==> config.mk <==
export PLATFORM = sky130hd
export DESIGN_NAME = core_ctrl_fsm
export DESIGN_NICKNAME = d
export VERILOG_FILES = /design/src/rtl/core_ctrl_fsm.sv
export SDC_FILE = /design/constraint.sdc
export NUM_CORES = 1
export LEC_CHECK = 0
export BUFFER_PORTS_ARGS = -buffer_cell sky130_fd_sc_hd__buf_2
export CAP_MARGIN = 10
export CORE_MARGIN = 2
export CORE_UTILIZATION = 42
export CTS_CLUSTER_SIZE = 28
export DETAILED_ROUTE_END_ITERATION = 8
export GPL_ROUTABILITY_DRIVEN = 0
export PLACE_DENSITY = 0.83
export SETUP_SLACK_MARGIN = 0.1
export SLEW_MARGIN = 20
export SYNTH_ARGS = -nofsm -noshare
export SYNTH_HDL_FRONTEND = slang
export SYNTH_SLANG_ARGS = --single-unit
export TNS_END_PERCENT = 10
==> constraint.sdc <==
create_clock -name clk -period 1.75 [get_ports clk]
set_input_delay 0.35 -clock clk [delete_from_list [all_inputs] [get_ports clk]]
set_output_delay 0.35 -clock clk [all_outputs]
set_load 0.01 [all_outputs]
==> src/rtl/core_ctrl_fsm.sv <==
// Core control state machine: sequences mul/div waits, WFI sleep, interrupt
// trap entry and mret return, and owns mstatus.MIE/MPIE.
module core_ctrl_fsm #(
  parameter int XLEN     = 32,
  parameter int CAUSE_I0 = 11,
  parameter int CAUSE_I1 = 7
) (
  input  logic            clk,
  input  logic            rst,
  input  logic            inst_valid,
  input  logic            dec_stall,
  input  logic            is_muldiv,
  input  logic            is_wfi,
  input  logic            is_mret,
  input  logic            dec_intr_en,
  input  logic            int0,
  input  logic            int1,
  input  logic            mul_rdy,
  input  logic            div_rdy,
  input  logic            csr_mie_we,
  input  logic            csr_mie_wd,
  output logic [2:0]      curr_state,
  output logic            muldiv_act,
  output logic            mstatus_we,
  output logic            mepc_we,
  output logic            mcause_we,
  output logic [XLEN-1:0] mcause_val,
  output logic [1:0]      pc_sel,
  output logic            flush,
  output logic            mie,
  output logic            mpie
);

  typedef enum logic [2:0] {
    ST_INST          = 3'd0,
    ST_MULDIV        = 3'd1,
    ST_TRAP_MSTATUS  = 3'd2,
    ST_TRAP_MEPC_SET = 3'd3,
    ST_TRAP_MTVEC    = 3'd4,
    ST_TRAP_MEPC_RET = 3'd5,
    ST_TRAP_INT      = 3'd6,
    ST_SLEEP         = 3'd7
  } state_t;

  localparam int CW = XLEN - 1;
  localparam logic [CW-1:0] C_I0 = CW'(CAUSE_I0);
  localparam logic [CW-1:0] C_I1 = CW'(CAUSE_I1);

  localparam logic [1:0] PC_SEQ   = 2'b00;
  localparam logic [1:0] PC_MTVEC = 2'b01;
  localparam logic [1:0] PC_MEPC  = 2'b10;

  state_t        r_state;
  state_t        w_next;
  logic          r_mie;
  logic          r_mpie;
  logic [CW-1:0] r_cause;
  logic [CW-1:0] w_cause_sel;
  logic          w_latch_cause;
  logic          w_issue;
  logic          w_any_int;

  assign w_issue   = inst_valid & ~dec_stall;
  assign w_any_int = int0 | int1;

  // int0 has priority; with neither line high the previous cause is kept.
  assign w_cause_sel = int0 ? C_I0 : (int1 ? C_I1 : r_cause);

  always_comb begin
    w_next        = r_state;
    w_latch_cause = 1'b0;
    muldiv_act    = 1'b0;
    mstatus_we    = 1'b0;
    mepc_we       = 1'b0;
    mcause_we     = 1'b0;
    pc_sel        = PC_SEQ;
    flush         = 1'b0;
    case (r_state)
      ST_INST: begin
        if (dec_intr_en && r_mie) begin
          w_next        = ST_TRAP_MSTATUS;
          w_latch_cause = 1'b1;
        end else if (w_issue && is_mret) begin
          w_next = ST_TRAP_MEPC_RET;
        end else if (w_issue && is_muldiv) begin
          w_next = ST_MULDIV;
        end else if (w_issue && is_wfi) begin
          w_next = ST_SLEEP;
        end
      end
      ST_MULDIV: begin
        muldiv_act = 1'b1;
        if (mul_rdy || div_rdy) begin
          w_next = ST_INST;
        end
      end
      ST_TRAP_MSTATUS: begin
        mstatus_we = 1'b1;
        w_next     = ST_TRAP_MEPC_SET;
      end
      ST_TRAP_MEPC_SET: begin
        mepc_we = 1'b1;
        w_next  = ST_TRAP_MTVEC;
      end
      ST_TRAP_MTVEC: begin
        pc_sel = PC_MTVEC;
        flush  = 1'b1;
        w_next = ST_TRAP_INT;
      end
      ST_TRAP_INT: begin
        mcause_we = 1'b1;
        w_next    = ST_INST;
      end
      ST_TRAP_MEPC_RET: begin
        pc_sel     = PC_MEPC;
        flush      = 1'b1;
        mstatus_we = 1'b1;
        w_next     = ST_INST;
      end
      ST_SLEEP: begin
        // A wake with interrupts disabled simply resumes after the WFI.
        if (w_any_int) begin
          if (r_mie) begin
            w_next        = ST_TRAP_MSTATUS;
            w_latch_cause = 1'b1;
          end else begin
            w_next = ST_INST;
          end
        end
      end
      default: w_next = ST_INST;
    endcase
  end

  always_ff @(posedge clk) begin
    if (rst) begin
      r_state <= ST_INST;
      r_mie   <= 1'b0;
      r_mpie  <= 1'b0;
      r_cause <= '0;
    end else begin
      r_state <= w_next;
      if (w_latch_cause) begin
        r_cause <= w_cause_sel;
      end
      // CSR writes to MIE only land in INST, so trap/mret updates always win.
      case (r_state)
        ST_TRAP_MSTATUS: begin
          r_mpie <= r_mie;
          r_mie  <= 1'b0;
        end
        ST_TRAP_MEPC_RET: begin
          r_mie  <= r_mpie;
          r_mpie <= 1'b1;
        end
        ST_INST: begin
          if (csr_mie_we) begin
            r_mie <= csr_mie_wd;
          end
        end
        default: ;
      endcase
    end
  end

  assign curr_state = r_state;
  assign mie        = r_mie;
  assign mpie       = r_mpie;
  assign mcause_val = mcause_we ? {1'b1, r_cause} : '0;

endmodule

==> flow_summary.json <==
{
  "status": "completed",
  "postCtsHoldBufs": 0,
  "crit_required_ns": 1.40,
  "ys_top_cells_by_area": "buf_4 28%, dfxtp_1 21%, nand2_1 4.3%",
  "tns_ns": 0,
  "first_pass_iters": 5,
  "busiest_layer": "met2",
  "rsz0062_at_grt": "true",
  "setup_slack_ns": 0.168,
  "die_y_um": 47.0,
  "synth_edf_count": 0,
  "irDropWorstVdd_v": 0.000449,
  "antenna_found_initial": 0,
  "h-tree-depth": 1,
  "pin_count": 58,
  "cp_top_family": "flip-flops",
  "track_usage_pct": 16.0,
  "totalWireLength_um": 1640,
  "initial_utilization_pct": 45.1,
  "min_path_type": "input pin to flip-flop",
  "met3_usage_pct": 4.62,
  "ff2ff_path_depth": 5,
  "clock_tree.root_cell": "clkbuf_4",
  "grt_overflow": 0,
  "core_mm2": 0.00173,
  "period_needed_ns": 1.58,
  "post-dp-hpwl_um": 1360,
  "grt_use_met2_pct": 30.7,
  "cp_slowest_stage_delay_ns": 0.44,
  "worstSetupEndpointType": "output port",
  "yosysTopAreaCell": "buf_4",
  "area_growth_pct": 10.8,
  "clock.fmax_mhz": 632,
  "routedWlPerCell_um": 10.4,
  "async_reset_ff_share_pct": 0,
  "synth_area_um2": 778,
  "place_ws_ns": 0.252,
  "post_synth_num_cell_types": 32,
  "vias": 732,
  "ys_seq_area_share_pct": 20.6,
  "ant_nets": 0,
  "power.leakage_nw": 0.447,
  "die_area_mm2": 0.00221,
  "use_met1_pct": 16.4,
  "grt_max_degree": 19,
  "crit_path_cell_trace": "nand2_1, nor2_1, and2_1, buf_2",
  "grt_first_pass_wirelength_um": 2560,
  "final_cells": 158,
  "synth_warnings": 0,
  "synth.most_common_cell": "buf_4",
  "fin_nets": 149,
  "port_buffers": 30,
  "die_w_um": 47.0,
  "drv_slew": 0,
  "clock_latency_ns": 0.25,
  "critical_path_class": "flip-flop to output port",
  "ys.flop_type": "dfxtp_1",
  "setup_viol": 0,
  "avgViaCountPerCell": 4.63,
  "finalHoldViolCount": 0,
  "grt_pass1_vias": 614,
  "postSynthAreaPerCell_um2": 7.48,
  "cp.arrival_ns": 1.23,
  "drc": 0,
  "clkSinkCount": 8,
  "drt_iter0_drc": 11,
  "path_clk_slew_ns": 0.06,
  "clk_path_buf_depth": 2,
  "timing.critical_path.buf_inv": 1,
  "critPathMaxFanout": 14,
  "syn_inst": 104,
  "dp_cells": 155,
  "crit_path_start_kind": "flip-flop",
  "clock_skew_ns": 0.00487,
  "synth_seq_cells": 8,
  "hold_path_depth": 2,
  "nFillCells": 189,
  "power.total_mw": 1.10,
  "drive_gt1_share_pct": 32.3,
  "path_depth": 4,
  "yosys.area.top_type_share_pct": 28.0,
  "powerDensity_mw_per_mm2": 1280,
  "cts_tree": "built",
  "cts_made_buffers": 3,
  "max_cap_violations": 0,
  "row_count": 15,
  "synth_common_cells": "29 x buf_4, 9 x nand2_1, 8 x dfxtp_1",
  "diodes": 0,
  "period_share_pct": 90.4,
  "cp_slowest_cell": "dfxtp_2"
}
-- cell families after synthesis --
kind of cell,share of synthesized area [%]
simple gates,28.6
buf+inv,32.2
compound gates,18.2
flops,20.6
other cells,0.482
-- worst register-to-register path: cells and delay by family (launching register included) --
family / cells / cell delay [ns]
AND/OR/NAND/NOR: 3 / 0.57
flip-flops: 1 / 0.37
buffers and inverters: 1 / 0.17
AO/OA/AOI/OAI: 1 / 0.22
-- what timing repair did --
action	in CTS	in global routing
resized for setup	1	3
gates cloned	0	0
buffers inserted	0	0
pin swaps	0	0
endpoints found under the setup margin	5	10
-- cell usage in the layout (no fill, tap or decap), drive strengths merged --
master,count
buf,32
conb,27
nand2,9
dfxtp,8
nor2,7
o21ai,7
a21oi,7
nor3,4
inv,3
a31oi,3
clkbuf,3
nor2b,2
and2,2
nor3b,2
nand2b,2
nand3b,2
and3b,1
and3,1
nor4b,1
o21a,1
o211ai,1
a221o,1
or3b,1
a21bo,1
or4bb,1
or2,1
nand3,1
o31a,1
or4b,1
-- cell type report --
cell class	instances	area [um2]	area share [%]
inverters	3	11.3	1.31
multi-input cells	87	465	54.0
flip-flops and latches	8	166	19.3
clock buffers	3	22.5	2.61
well taps	25	31.3	3.63
repair buffers	32	165	19.2
-- routing by layer --
metal,vias up,wire (um),share of wire (%)
met5,-,0,0
met4,0,6,0.37
met3,2,149,9.1
met2,39,850,52
met1,334,636,39
li1,357,-,-
-- metrics by stage --
stage	hold WS (ns)	utilization (%)	instance area, um2
6_report	0.357	49.9	862
5_1_grt	0.366	49.9	862
4_1_cts	0.362	49.6	857
3_5_place_dp	0.466	48.3	833
3_3_place_gp	0.446	48.3	833
2_1_floorplan	0.412	-	876
-- registers in the layout, summed over array words and instances (netlist names) --
register,cells
curr_state,3
r_cause,3
mie,1
mpie,1
-- report_power, final --
group          switching, mW  internal, mW  total, mW  leakage [nW]
logic                  0.321         0.265      0.586         0.366
clock network         0.0621        0.0784      0.141        0.0138
registers              0.125         0.252      0.377        0.0667
-- worst paths after layout --
kind / end / from / slack (ns)
worst max-delay path: mcause_val[2] / curr_state[1] / 0.17
worst min-delay path: mie / rst / 0.36
worst max register to register: r_cause[2] / curr_state[2] / 0.31
worst min register to register: r_cause[1] / r_cause[1] / 0.47
Power figures use the tool's default switching activity.
